--- src/rtl/writeback_regfile_if.sv ---
// Bus between the memory stage / decode stage and the Y86-64 write-back register file.
// The master drives the completing instruction and read addresses; the slave returns read data and status.
interface writeback_regfile_if #(
  parameter int WIDTH = 64,
  parameter int CNT_W = 32
);
  logic [3:0]       icode;
  logic [3:0]       dstE;
  logic [3:0]       dstM;
  logic [WIDTH-1:0] valE;
  logic [WIDTH-1:0] valM;
  logic [2:0]       stat_in;
  logic [3:0]       srcA;
  logic [3:0]       srcB;
  logic [WIDTH-1:0] valA;
  logic [WIDTH-1:0] valB;
  logic [2:0]       stat_out;
  logic             halted;
  logic [CNT_W-1:0] retired;

  modport master (
    output icode, dstE, dstM, valE, valM, stat_in, srcA, srcB,
    input  valA, valB, stat_out, halted, retired
  );

  modport slave (
    input  icode, dstE, dstM, valE, valM, stat_in, srcA, srcB,
    output valA, valB, stat_out, halted, retired
  );
endinterface

--- src/rtl/writeback_regfile.sv ---
// Y86-64 write-back stage: commits valE/valM into 15 program registers, latches status, counts retirements.
// Define WB_BYPASS_EN to forward a same-cycle committing write straight to the decode read ports.
module writeback_regfile #(
  parameter int WIDTH = 64,
  parameter int NREGS = 15,
  parameter int CNT_W = 32
) (
  input logic              clk,
  input logic              rst,
  writeback_regfile_if.slave wb
);

  localparam logic [3:0] RNONE    = 4'hF;
  localparam logic [3:0] ICODE_NOP = 4'h1;
  localparam logic [2:0] STAT_AOK = 3'd1;
  localparam logic [2:0] STAT_ADR = 3'd2;
  localparam logic [2:0] STAT_INS = 3'd3;
  localparam logic [2:0] STAT_HLT = 3'd4;

  typedef enum logic [1:0] {
    RUN  = 2'd0,
    HALT = 2'd1,
    ERR  = 2'd2
  } state_e;

  state_e           state_q, state_d;
  logic [2:0]       stat_q, stat_d;
  logic [CNT_W-1:0] retired_q, retired_d;
  logic [WIDTH-1:0] regs_q [NREGS];
  logic [WIDTH-1:0] regs_d [NREGS];
  logic             commit;
  logic             is_nop;
  logic             retire_inc;

  assign is_nop     = (wb.icode == ICODE_NOP);
  // A nop writes nothing but is still a committed instruction.
  assign retire_inc = commit | (commit & is_nop);

  always_comb begin
    state_d   = state_q;
    stat_d    = stat_q;
    retired_d = retired_q;
    regs_d    = regs_q;
    commit    = 1'b0;

    if (state_q == RUN) begin
      case (wb.stat_in)
        STAT_AOK: commit = 1'b1;
        STAT_HLT: begin
          state_d = HALT;
          stat_d  = STAT_HLT;
        end
        STAT_ADR, STAT_INS: begin
          state_d = ERR;
          stat_d  = wb.stat_in;
        end
        default: begin
          state_d = ERR;
          stat_d  = STAT_INS;
        end
      endcase
    end

    // dstM is written second so it wins when both target the same register.
    if (commit) begin
      if (wb.dstE != RNONE) regs_d[wb.dstE] = wb.valE;
      if (wb.dstM != RNONE) regs_d[wb.dstM] = wb.valM;
    end

    if (retire_inc) retired_d = retired_q + CNT_W'(1);
  end

  always_ff @(posedge clk) begin
    if (rst) begin
      state_q   <= RUN;
      stat_q    <= STAT_AOK;
      retired_q <= '0;
      for (int i = 0; i < NREGS; i++) regs_q[i] <= '0;
    end else begin
      state_q   <= state_d;
      stat_q    <= stat_d;
      retired_q <= retired_d;
      regs_q    <= regs_d;
    end
  end

`ifdef WB_BYPASS_EN
  logic bypass_ok;
  assign bypass_ok = commit & ~rst;
`endif

  always_comb begin
    wb.valA = '0;
    wb.valB = '0;
    if (wb.srcA != RNONE) begin
      wb.valA = regs_q[wb.srcA];
`ifdef WB_BYPASS_EN
      if (bypass_ok && (wb.srcA == wb.dstM))      wb.valA = wb.valM;
      else if (bypass_ok && (wb.srcA == wb.dstE)) wb.valA = wb.valE;
`endif
    end
    if (wb.srcB != RNONE) begin
      wb.valB = regs_q[wb.srcB];
`ifdef WB_BYPASS_EN
      if (bypass_ok && (wb.srcB == wb.dstM))      wb.valB = wb.valM;
      else if (bypass_ok && (wb.srcB == wb.dstE)) wb.valB = wb.valE;
`endif
    end
  end

  assign wb.stat_out = stat_q;
  assign wb.halted   = (state_q != RUN);
  assign wb.retired  = retired_q;

endmodule

--- src/flat_wrapper.sv ---
// flat-port wrapper written by rule: the top's interface ports become plain ports
module writeback_regfile_flat 
#(
  parameter int WIDTH = 64,
  parameter int NREGS = 15,
  parameter int CNT_W = 32
)
  (clk, rst, wb_icode, wb_dstE, wb_dstM, wb_valE, wb_valM, wb_stat_in, wb_srcA, wb_srcB, wb_valA, wb_valB, wb_stat_out, wb_halted, wb_retired);
  writeback_regfile_if #(.WIDTH(WIDTH), .CNT_W(CNT_W)) wb_i ();
  input logic clk;
  input logic rst;
  input wire logic [$bits(wb_i.icode)-1:0] wb_icode;
  input wire logic [$bits(wb_i.dstE)-1:0] wb_dstE;
  input wire logic [$bits(wb_i.dstM)-1:0] wb_dstM;
  input wire logic [$bits(wb_i.valE)-1:0] wb_valE;
  input wire logic [$bits(wb_i.valM)-1:0] wb_valM;
  input wire logic [$bits(wb_i.stat_in)-1:0] wb_stat_in;
  input wire logic [$bits(wb_i.srcA)-1:0] wb_srcA;
  input wire logic [$bits(wb_i.srcB)-1:0] wb_srcB;
  output wire logic [$bits(wb_i.valA)-1:0] wb_valA;
  output wire logic [$bits(wb_i.valB)-1:0] wb_valB;
  output wire logic [$bits(wb_i.stat_out)-1:0] wb_stat_out;
  output wire logic [$bits(wb_i.halted)-1:0] wb_halted;
  output wire logic [$bits(wb_i.retired)-1:0] wb_retired;
  assign wb_i.icode = wb_icode;
  assign wb_i.dstE = wb_dstE;
  assign wb_i.dstM = wb_dstM;
  assign wb_i.valE = wb_valE;
  assign wb_i.valM = wb_valM;
  assign wb_i.stat_in = wb_stat_in;
  assign wb_i.srcA = wb_srcA;
  assign wb_i.srcB = wb_srcB;
  assign wb_valA = wb_i.valA;
  assign wb_valB = wb_i.valB;
  assign wb_stat_out = wb_i.stat_out;
  assign wb_halted = wb_i.halted;
  assign wb_retired = wb_i.retired;
  writeback_regfile #(.WIDTH(WIDTH), .NREGS(NREGS), .CNT_W(CNT_W)) u_core (.clk(clk), .rst(rst), .wb(wb_i));
endmodule
--- config.mk ---
export PLATFORM = sky130hd
export DESIGN_NAME = writeback_regfile_flat
export DESIGN_NICKNAME = d
export VERILOG_FILES = /design/src/rtl/writeback_regfile_if.sv /design/src/rtl/writeback_regfile.sv /design/src/flat_wrapper.sv
export SDC_FILE = /design/constraint.sdc
export NUM_CORES = 2
export LEC_CHECK = 0
export CORE_MARGIN = 1
export CORE_UTILIZATION = 25
export CTS_CLUSTER_SIZE = 8
export DETAILED_ROUTE_END_ITERATION = 10
export PLACE_DENSITY = 0.46
export SYNTH_ARGS = -nofsm -noshare
export SYNTH_HDL_FRONTEND = slang
export SYNTH_SLANG_ARGS = --single-unit
--- constraint.sdc ---
create_clock -name clk -period 3.1 [get_ports clk]
set_clock_uncertainty 0.1 [all_clocks]
set_input_delay 0.62 -clock clk [delete_from_list [all_inputs] [get_ports clk]]
set_output_delay 0.62 -clock clk [all_outputs]
set_load 0.05 [all_outputs]
==> results.md <==
* Final setup fails at 33
* Largest fanout on the critical path at 8
* Crit path max-delay family: buffers and inverters
* Remaining Overflow, GRT at 0
* Crit-path cells: buf_16 > buf_16 > buf_16 > mux4_2 > nor2b_1 > a211oi_2 > buf_4 > a21oi_4 > buf_12
* Failing checks: setup timing
* Number of cells on the worst reg-to-reg path at 5
* Sw frac at 0.2944
* Most common library cell in the layout ignoring fill and taps: dfxtp_1
* CP endpoint: wb_valA[35]
* Final period util at 1.021
* R2R setup slack at 830 ps
* Met2 wire length at 134.8 mm
* Critical path required time at 2380 ps
* Clock power share at 0.446
* FFs w/ async S/R, synth at 0
* Top Layer Used: met5
* Flop pwr share at 0.386
* Syn Inst Count at 6707
* Reg-to-Reg End: u_core.wb.retired[26]
* Worst Path Class, Setup: input pin to output port
* F_max at 315.8 MHz
* First-pass GRT wire length at 415.6 mm
* Worst Setup Start Kind: input pin
* DRT Pass-1 Iters at 6
* Post-synth net total at 6861
* Synth unique cells at 64
* CP most frequent cell: buf_16
* Synthesis-stage register bit count at 997
* Relative slew margins at 0.3828
* Status: complete, but fails checks
* Peak VDD IR at 0.0004266 V
* DRT antenna net count at 0
* DPL Wire Length at 187.9 mm
* Initial antenna violation count at 24
* Fin crit period at 3166 ps
* Die Ht at 494.3 microns
* CP Data Arrival Time at 2450 ps
* Final Max Slew Viols at 0
* Count of final hold-check violations at 0
* Min-Delay Path Class: input pin to flip-flop
* TritonCTS Sinks at 997
* Most frequent cells in the layout: dfxtp_1, nor2_1, nand2_1
* Longest Clk Path Bufs at 3
* Number of global-route vias before repair at 56809
* Die ar. at 244400 sq um
* GPL Wtd Cong at 0.8506
* # rows at 180
* Initial Utilization at 0.2517
* Hold path depth at 2
* Post-synth top flop: dfxtp_1
* Gate power share at 0.168
* Clock Tree Root: clkbuf_16
* Peak per-stage delay on the critical path at 500 ps
* Metal3 WL at 20.99 mm
* Slowest-stage cell, CP: mux4_2
* Endpoint class of the critical path: output port
* Cell count after placement at 10023
* Die width at 494.3 microns
* GRT Util Overall at 0.2302
* Initial drt markers at 5502
* Worst skew pair latency at 790 ps
* Setup crit start: wb_srcA[0]
* CTS Buf Count at 146
* Number of port buffers at 312
* Sequential area share after synthesis at 0.3294
* Crit path depth at 9
* Final TNS setup at -994.2 ps
* NumNets Final at 7212
* WL final at 292.6 mm
* RR Startpoint: u_core.wb.retired[0]
* Share of cells above drive strength 1 at 0.2735
* Worst slew pin tran at 921.8 ps
* Ys Warns at 0
* M1 WL at 126.3 mm
* Internal Pwr Total at 23.86 mW
* Vias at 58608
* CP Buf/Inv Count at 5
* Post-synth EDFFs at 0
* Mean Syn Cell Area at 9.035 sq um
* Number of H-tree branching levels at 4
* Non-Filler Instances at 10285
* Switching power at 9.956 mW
* Area grow syn2layout at 34.18%
* Vias per Instance at 5.698
* Post-Syn Area at 60600 sq um
* Core area at 240800 sq um
* Pwr dens at 415.8 nW/um^2
* Io pins at 317
* CTS tree: done
* RSZ-0062 raised after global routing: true
* Detail-routed net length per standard cell at 28.45 microns
* Leakage at 28.13 nW
* DRC Markers at 0
* Max-cap viol count at 0
* Setup WS post-layout at -66.15 ps
* Worst-path clk slew at 50 ps
* Largest net degree at the start of global routing at 126
==> worst register-to-register path: stages (launching register included) <==
cell and delay [ps]:
dfxtp_1 460, ha_1 340, and3_1 230, nand4_1 270
nor4_1 390, mux2_2 370
==> timing repair <==
| action | CTS | global route |
|---|---|---|
| endpoints found under the setup margin | 128 | 106 |
| gates cloned | 9 | 12 |
| pin swaps | 67 | 86 |
| hold buffers | 0 | 0 |
| resized for setup | 197 | 222 |
| buffers inserted | 28 | 27 |
==> layer usage <==
layer,vias to the layer above,global-route usage
met5,-,0
met3,510,0.03929
li1,25882,-
met4,10,0.08410
met2,2479,0.3684
met1,29727,0.3088
==> layout make-up <==
type,count,area (sq um)
clock inverter,12,170.2
fill,24325,159400
antenna,13,32.53
multi-input combinational,4834,39800
inverter,6,22.52
timing repair buffer,1073,13470
clock buffer,165,3837
sequential,997,20000
tap,3185,3985
==> synthesized netlist by cell type, types with 10 or more instances <==
library cell | count | share of area
nand4_1 | 10 | 0.0010
o2bb2ai_1 | 129 | 0.019
nor2_1 | 959 | 0.059
clkbuf_1 | 545 | 0.034
buf_6 | 17 | 0.0032
and2_1 | 23 | 0.0024
mux4_2 | 384 | 0.14
a21oi_1 | 192 | 0.016
nand2_1 | 905 | 0.056
nor4bb_1 | 11 | 0.0018
o211ai_1 | 12 | 0.0015
or3_1 | 25 | 0.0026
mux2i_1 | 570 | 0.094
a311oi_1 | 437 | 0.063
dfxtp_1 | 997 | 0.33
nand3_1 | 104 | 0.0086
or4_1 | 10 | 0.0012
a211oi_1 | 567 | 0.070
buf_4 | 32 | 0.0040
o21ai_0 | 53 | 0.0044
nor3_1 | 11 | 0.00091
nor2b_1 | 133 | 0.014
o22ai_1 | 28 | 0.0029
o31ai_1 | 10 | 0.0012
nand2b_1 | 10 | 0.0010
a311oi_2 | 62 | 0.015
buf_2 | 213 | 0.018
buf_1 | 61 | 0.0038
o32ai_1 | 91 | 0.013
==> cell families (layout without fill, tap and decap cells) <==
group | count (synthesis) | count (layout) | synth area share
AND/OR/NAND/NOR | 2264 | 2264 | 0.1589
AO/OA/AOI/OAI | 1600 | 1600 | 0.2095
multiplexers | 957 | 957 | 0.2374
other | 0 | 13 | 0
flip-flops | 997 | 997 | 0.3294
buffers and inverters | 876 | 1256 | 0.06283
XOR/XNOR | 12 | 12 | 0.001734
adder cells (fa/ha/maj) | 1 | 1 | 0.0002064
==> power groups by stage <==
stage,Sequential (mW),Clock (mW),Combinational (mW)
6_report,13.0,15.1,5.70
5_1_grt,13.0,15.8,5.93
3_5_place_dp,13.3,0,5.26
4_1_cts,13.0,15.3,5.48
3_3_place_gp,13.3,0,5.24
2_1_floorplan,13.3,0,2.71
==> worst min path at each step <==
stage                                  to                from  slack [ps]
floorplan              u_core.regs_q[514]  u_core.regs_q[514]         340
global placement       u_core.regs_q[360]  u_core.regs_q[360]         350
detailed placement     u_core.regs_q[590]  u_core.regs_q[590]         360
CTS                  u_core.wb.retired[2]                 rst          60
global route        u_core.wb.retired[10]                 rst          80
finish               u_core.wb.retired[2]                 rst          90
==> through the flow <==
stage / utilization / worst slack (ps) / power, mW / area [sq um] / hold slack, ps
after CTS: 0.3312 / -135.0 / 33.83 / 79730 / 57.65
after detailed placement: 0.3086 / -394.2 / 18.57 / 74310 / 359.9
final: 0.3377 / -66.15 / 33.81 / 81310 / 90.33
after global placement: 0.3086 / -418.8 / 18.53 / 74310 / 349.4
after global routing: 0.3377 / -101.7 / 34.81 / 81300 / 79.23
after floorplan: - / -26.10 / 16.00 / 61820 / 338.4
==> sequential cells by signal (all words and copies together) (netlist names) <==
name	count
u_core.regs_q	960
u_core.wb.stat_out	3
u_core.state_q	2
u_core.wb.retired	32
Note: power is estimated with default switching activity, not from simulation.
